$ cat config.mk
export PLATFORM = sky130hd
export DESIGN_NAME = cache_opr_resp
export DESIGN_NICKNAME = d
export VERILOG_FILES = /design/src/rtl/cache_pkg.sv /design/src/rtl/opr_timer.sv /design/src/rtl/cache_opr_resp.sv
export SDC_FILE = /design/constraint.sdc
export NUM_CORES = 1
export LEC_CHECK = 0
export BUFFER_PORTS_ARGS = -buffer_cell sky130_fd_sc_hd__buf_2
export CAP_MARGIN = 20
export CORE_MARGIN = 3
export CORE_UTILIZATION = 61
export CTS_CLUSTER_DIAMETER = 100
export DETAILED_ROUTE_END_ITERATION = 7
export PLACE_DENSITY = 0.8
export SLEW_MARGIN = 20
export SYNTH_ARGS = -nofsm -noshare
export SYNTH_HDL_FRONTEND = slang
export SYNTH_SLANG_ARGS = --single-unit
$ cat constraint.sdc
create_clock -name clk -period 5.36 [get_ports clk]
set_clock_uncertainty 0.2 [all_clocks]
set_input_delay 0.268 -clock clk [delete_from_list [all_inputs] [get_ports clk]]
set_output_delay 0.268 -clock clk [all_outputs]
set_load 0.05 [all_outputs]
$ cat src/rtl/cache_pkg.sv
// cache_pkg: shared types and default timing constants for the cache operation blocks
package cache_pkg;
  typedef enum logic [2:0] {IDLE, LOOKUP, WAIT_OPR2, MEM, DONE} opr_resp_state_t;
  localparam int TAG_LAT_DEF = 3;
  localparam int MEM_TIMEOUT_DEF = 255;
endpackage

$ cat src/rtl/opr_timer.sv
// opr_timer: loadable up/down counter with a terminal-count flag
module opr_timer #(
  parameter int W = 8
) (
  input  logic         clk,
  input  logic         rstb,
  input  logic         load,
  input  logic         en,
  input  logic         up,
  input  logic [W-1:0] load_val,
  input  logic [W-1:0] term,
  output logic         tc
);
  logic [W-1:0] count;
  always_ff @(posedge clk)
    if (rstb) count <= '0;
    else if (load) count <= load_val;
    else if (en) count <= up ? count + 1'b1 : count - 1'b1;
  assign tc = count == term;
endmodule

$ cat src/rtl/cache_opr_resp.sv
// cache_opr_resp: two-stage cache operation responder (tag lookup, then fill/writeback)
module cache_opr_resp
  import cache_pkg::*;
#(
  parameter int TAG_LAT = TAG_LAT_DEF,
  parameter int MEM_TIMEOUT = MEM_TIMEOUT_DEF
) (
  input  logic clk,
  input  logic rstb,
  input  logic opr_1_pulse,
  input  logic opr_2_pulse,
  input  logic lookup_hit,
  input  logic mem_ack,
  output logic mem_req,
  output logic opr_finished,
  output logic hit,
  output logic timeout_err,
  output logic proto_err,
  output logic busy
);
  localparam logic [7:0] LK_LOAD = 8'(TAG_LAT - 1);
  localparam logic [7:0] MEM_TERM = 8'(MEM_TIMEOUT - 1);
  opr_resp_state_t state, nxt;
  logic tc, load, en, up, pending, proto_evt;
  logic [7:0] load_val, term;
  // one counter serves both phases: counts down to 0 in LOOKUP, up to the timeout in MEM
  assign load = (state == IDLE && opr_1_pulse) || (nxt == MEM && state != MEM);
  assign en = state == LOOKUP || state == MEM;
  assign up = state == MEM;
  assign load_val = state == IDLE ? LK_LOAD : 8'd0;
  assign term = state == MEM ? MEM_TERM : 8'd0;
  assign proto_evt = (opr_1_pulse && state != IDLE) ||
                     (opr_2_pulse && (state == IDLE || state == MEM || state == DONE));
  opr_timer #(.W(8)) u_timer (
    .clk(clk), .rstb(rstb), .load(load), .en(en), .up(up),
    .load_val(load_val), .term(term), .tc(tc)
  );
  always_ff @(posedge clk)
    if (rstb) state <= IDLE;
    else state <= nxt;
  always_comb begin
    nxt = state;
    case (state)
      IDLE:      nxt = opr_1_pulse ? LOOKUP : IDLE;
      LOOKUP:    nxt = !tc ? LOOKUP : !(pending || opr_2_pulse) ? WAIT_OPR2 : lookup_hit ? DONE : MEM;
      WAIT_OPR2: nxt = !opr_2_pulse ? WAIT_OPR2 : hit ? DONE : MEM;
      MEM:       nxt = (mem_ack || tc) ? DONE : MEM;
      DONE:      nxt = IDLE;
      default:   nxt = IDLE;
    endcase
  end
  always_comb begin
    busy = state != IDLE;
    mem_req = state == MEM;
    opr_finished = state == DONE;
  end
  always_ff @(posedge clk)
    if (rstb) begin
      hit <= 1'b0;
      timeout_err <= 1'b0;
      pending <= 1'b0;
      proto_err <= 1'b0;
    end else begin
      if (state == IDLE && opr_1_pulse) begin
        hit <= 1'b0;
        timeout_err <= 1'b0;
        pending <= 1'b0;
      end
      if (state == LOOKUP && opr_2_pulse) pending <= 1'b1;
      if (state == LOOKUP && tc) hit <= lookup_hit;
      if (state == MEM && nxt == DONE) timeout_err <= !mem_ack;
      if (proto_evt) proto_err <= 1'b1;
    end
endmodule

After elaboration in Yosys (flattened, before gate mapping). Index checks and enable logic that the tools add are counted. W data, S select, Z words.

Bits in registers: 15. Bits in latches: 0. RAM bits: 0. Bits in read-only memories: 0. Input bits: 6. Output and inout port bits: 6. Word-level logic and storage cells: 54. Memories kept: 0.

Add/subtract/negate cells: 2. Multipliers: 0. Divide/modulo/power cells: 0. $lt $le $gt $ge: 0. Equality and inequality tests: 8. Shift-type cells: 0. Mux-type cells: 17. Bitwise gates (word level): 0. Reductions and logical operators: 21.

Operator list (count): $mux W8 (4); $mux W3 (6); $pmux W3 S4 (1); $eq A3 B2 Y1 const B (3); $add A8 B1 Y8 const B (1); $eq A8 B8 Y1 (1); $reduce_bool A2 Y1 (4); $sub A8 B1 Y8 const B (1); $logic_and A1 B1 Y1 (7); $logic_or A1 B1 Y1 (7); $eq A3 B3 Y1 const B (2); $mux W1 (5); $eq A3 B1 Y1 const B (1); $logic_not A3 Y1 (1); $ne A3 B2 Y1 const B (1); $reduce_bool A3 Y1 (1); $mux W2 (1); $logic_not A1 Y1 (1).

Depth between registers and ports, before layout.
Depth after elaboration: 10. Depth in mapped cells: 9. Mapped depth without buffers: 8.

By module. From an unflattened synthesis, not the netlist that was laid out.

Cells, all modules: 156. Area total of the unflattened synthesis: 1236.2 um^2.

By module, submodules not included: opr_timer (times used 1, cells each 98, area an instance 789.5 um^2, sequential area each 160.2 um^2); cache_opr_resp (times used 1, cells each 58, area an instance 446.7 um^2, sequential area each 140.1 um^2).

Worst setup path after synthesis. OpenSTA, ideal clock, no wires.

Path type: flip-flop to flip-flop. Start point: reg state[1]. End point: reg u_timer.count[1]. Library setup time: 91 ps. Data arrival time: 2291 ps. Required time: 5069 ps. Setup slack: 2778 ps. Cell stages (with the launch flop): 10. Period minus slack after synthesis: 2582 ps. Cell sequence: dfxtp_1 -> buf_2 -> nand3b_1 -> ha_1 -> ha_1 -> and4_1 -> and3_1 -> a311oi_2 -> nor2_1 -> a311oi_1.

Cells in the longest elaborated chain, start to end: 10.

Ends and longest elaborated chain: start, declared (line cache_opr_resp.sv:23) `opr_resp_state_t state, nxt;`; start signal, assigned (line cache_opr_resp.sv:40) `else state <= nxt;`; $eq A3 B2 Y1; $mux W8 (line cache_opr_resp.sv:31) `assign term = state == MEM ? MEM_TERM : 8'd0;`; $eq A8 B8 Y1 (line opr_timer.sv:19) `assign tc = count == term;`; $logic_or A1 B1 Y1 (line cache_opr_resp.sv:47) `MEM: nxt = (mem_ack || tc) ? DONE : MEM;`; $mux W3 (line cache_opr_resp.sv:47); $pmux W3 S4 (line cache_opr_resp.sv:43) `case (state)`; $eq A3 B2 Y1 (line cache_opr_resp.sv:27) `assign load = (state == IDLE && opr_1_pulse) || (nxt == MEM && state != MEM);`; $logic_and A1 B1 Y1 (line cache_opr_resp.sv:27); $logic_or A1 B1 Y1 (line cache_opr_resp.sv:27); $mux W8 or $reduce_bool A2 Y1 (tied branches); end signal, assigned (line opr_timer.sv:17) `else if (load) count <= load_val;`; end signal, assigned (line opr_timer.sv:18) `else if (en) count <= up ? count + 1'b1 : count - 1'b1;`; end, declared (line opr_timer.sv:14) `logic [W-1:0] count;`.

Several ways; a longest one is shown, not always the timed one. The select of a mux whose other input is x is not followed. A chain may end at the register's enable or synchronous reset.

Worst setup path in the final report.
Start point: reg state[1]. End point: reg u_timer.count[2].

Same word-level chain as after synthesis.

==> results.tsv <==
metric	value	unit
status	complete, no violations	
clock-root-buffer	clkbuf_4	
cpLargestDelayFamily	simple AND/OR/NAND/NOR gates	
via_per_inst	6.51	
clock_path_buffers	2	
drt_iter0_drc	41	
synthTopCellsByArea	dfxtp_1, ha_1, a21oi_1, nor2_1, nand2_1	
hold_depth	3	
ant_nets	0	
start_util	0.665	
synth_top_area_share	0.290	
wl	2380	um
fin_tns_setup	0	ns
fin_crit_sh	0.566	
cp_num_cells	8	
drv_slew	0	
fmax	330	MHz
path_clk_slew	0.09	ns
die_w	47.2	um
post_cts_buffers	0	
drt_pre_antenna_iters	4	
finalSetupViolCount	0	
hold_class	input port to flip-flop	
vias	977	
syn_area	1040	um^2
syn2layout_area_growth	7.24	%
drive_above_1_share	0.172	
crit_top_cell	ha_1	
synth_seq_area_share	0.290	
antenna_cells	0	
cp.required	5.38	ns
grt_overflow	0	
postCtsResizedCells	0	
r2r_cells	8	
grt_start_max_net_pins	13	
post-dp-hpwl	1790	um
min_period	3.03	ns
syn-num-nets	138	
crit_fanout	12	
worst-path-buf-inv	0	
cts_tree	yes	
grt_pass1_vias	898	
synth-main-ff-cell	dfxtp_1	
arrival	3.06	ns
rsz0062_at_grt	false	
drc	0	
synth_top_area_cell	dfxtp_1	
synth_edf_count	0	
htree_levels	1	
core_area	1560	um^2
ys_warn_count	0	
rows	14	
holdBufCountCts	0	
cp_cell_sequence	nand3b_1 -> ha_1 -> ha_1 -> and4_1 -> nand3_1 -> o31ai_2 -> o21ai_2 -> a211oi_2	
die_h	47.2	um
cp-end-kind	flip-flop	
hold_violations	0	
ioPinCount	12	
maxCapViolCount	0	
grt_pass1_wl	3820	um
port_buffers	11	
max_stage_delay	0.54	ns
ys_types	43	
tightest_slew	0.636	ns
cts_inserted_buffers	3	
antenna_found_initial	0	
syn_area_per_cell	8.36	um^2
dieArea	2230	um^2
wire_per_inst	15.9	um
async_flop_share	0	
path_class	flip-flop to flip-flop	
gp_congestion	0.881	
insertion_delay	0.30	ns
syn_inst	124	
slowest_stage	dfxtp_1	
start_kind	flip-flop	
layout.nets	149	
ys_ff_latch	15	
slew_headroom	0.575	
cts.sinks	15	
grtUsageTotal	0.241	
-- stage by stage --
stage	utilization	hold slack (ns)	cells	setup WS (ns)	area, um^2
2_1_floorplan	-	0.215	124	2.78	1040
3_3_place_gp	0.696	0.245	146	2.47	1080
3_5_place_dp	0.696	0.253	146	2.38	1080
4_1_cts	0.713	0.0536	150	2.33	1110
5_1_grt	0.713	0.0623	150	2.04	1110
6_report	0.713	0.0515	150	2.33	1110
-- final cells by class --
cell class | count | area, um^2
Multi-Input combinational cell | 100 | 694
Tap cell | 16 | 20.0
Clock buffer | 3 | 22.5
Inverter | 4 | 15.0
Sequential cell | 15 | 300
Timing Repair Buffer | 11 | 55.1
Fill cell | 133 | 447
Clock inverter | 1 | 5.00
-- cells in the final DEF, fill, tap and decap left out, types with 4 or more instances in the layout --
master and count:
a21o_1 5, a21oi_1 10, buf_2 11, dfxtp_1 15
ha_1 7, inv_1 4, nand2_1 12, nor2_1 13
o21ai_0 5
-- state kept, by name, indices dropped and copies added (netlist names) --
name / flops
proto_err: 1
hit: 1
state: 3
timeout_err: 1
u_timer.count: 8
pending: 1
-- synthesized netlist by cell type, drive strengths merged, types with 2 or more instances --
library cell	count
dfxtp	15
nand3	3
inv	4
a221oi	3
and3	3
nand2	12
nor2	13
nand2b	3
a21o	5
buf	4
a21oi	10
o21ai	6
and2	2
nor3	3
a311oi	3
xnor2	3
mux2i	2
ha	7
a211oi	4
-- worst reg2reg max path: cells and delay by family, from the launching register on --
kind,cells,cell delay [ns]
fa+ha+maj,2,0.64
compound gates,3,0.75
flops,1,0.54
simple gates,3,0.83
-- per-layer routing --
metal | GRT usage | share of wire | vias up
met4 | 0.105 | 0.011 | 0
met5 | 0 | 0 | -
met1 | 0.253 | 0.41 | 461
li1 | - | - | 478
met2 | 0.441 | 0.53 | 33
met3 | 0.0651 | 0.046 | 5
-- final timing paths --
| path | startpoint | to | slack, ns |
|---|---|---|---|
| max | state[1] | u_timer.count[2] | 2.33 |
| min | lookup_hit | hit | 0.05 |
| max reg2reg | state[1] | u_timer.count[2] | 2.33 |
| min reg2reg | u_timer.count[5] | u_timer.count[5] | 0.27 |
-- logic make-up after synthesis --
group | count (synthesis) | synth area share
AO/OA/AOI/OAI | 36 | 0.255
XOR/XNOR | 4 | 0.0338
adder cells (fa/ha/maj) | 8 | 0.104
buffers and inverters | 9 | 0.0410
flip-flops | 15 | 0.290
multiplexers | 3 | 0.0302
AND/OR/NAND/NOR | 49 | 0.247
Power is not shown: default switching activity piles up to over one toggle a cycle in this logic, so the estimate is an artifact.
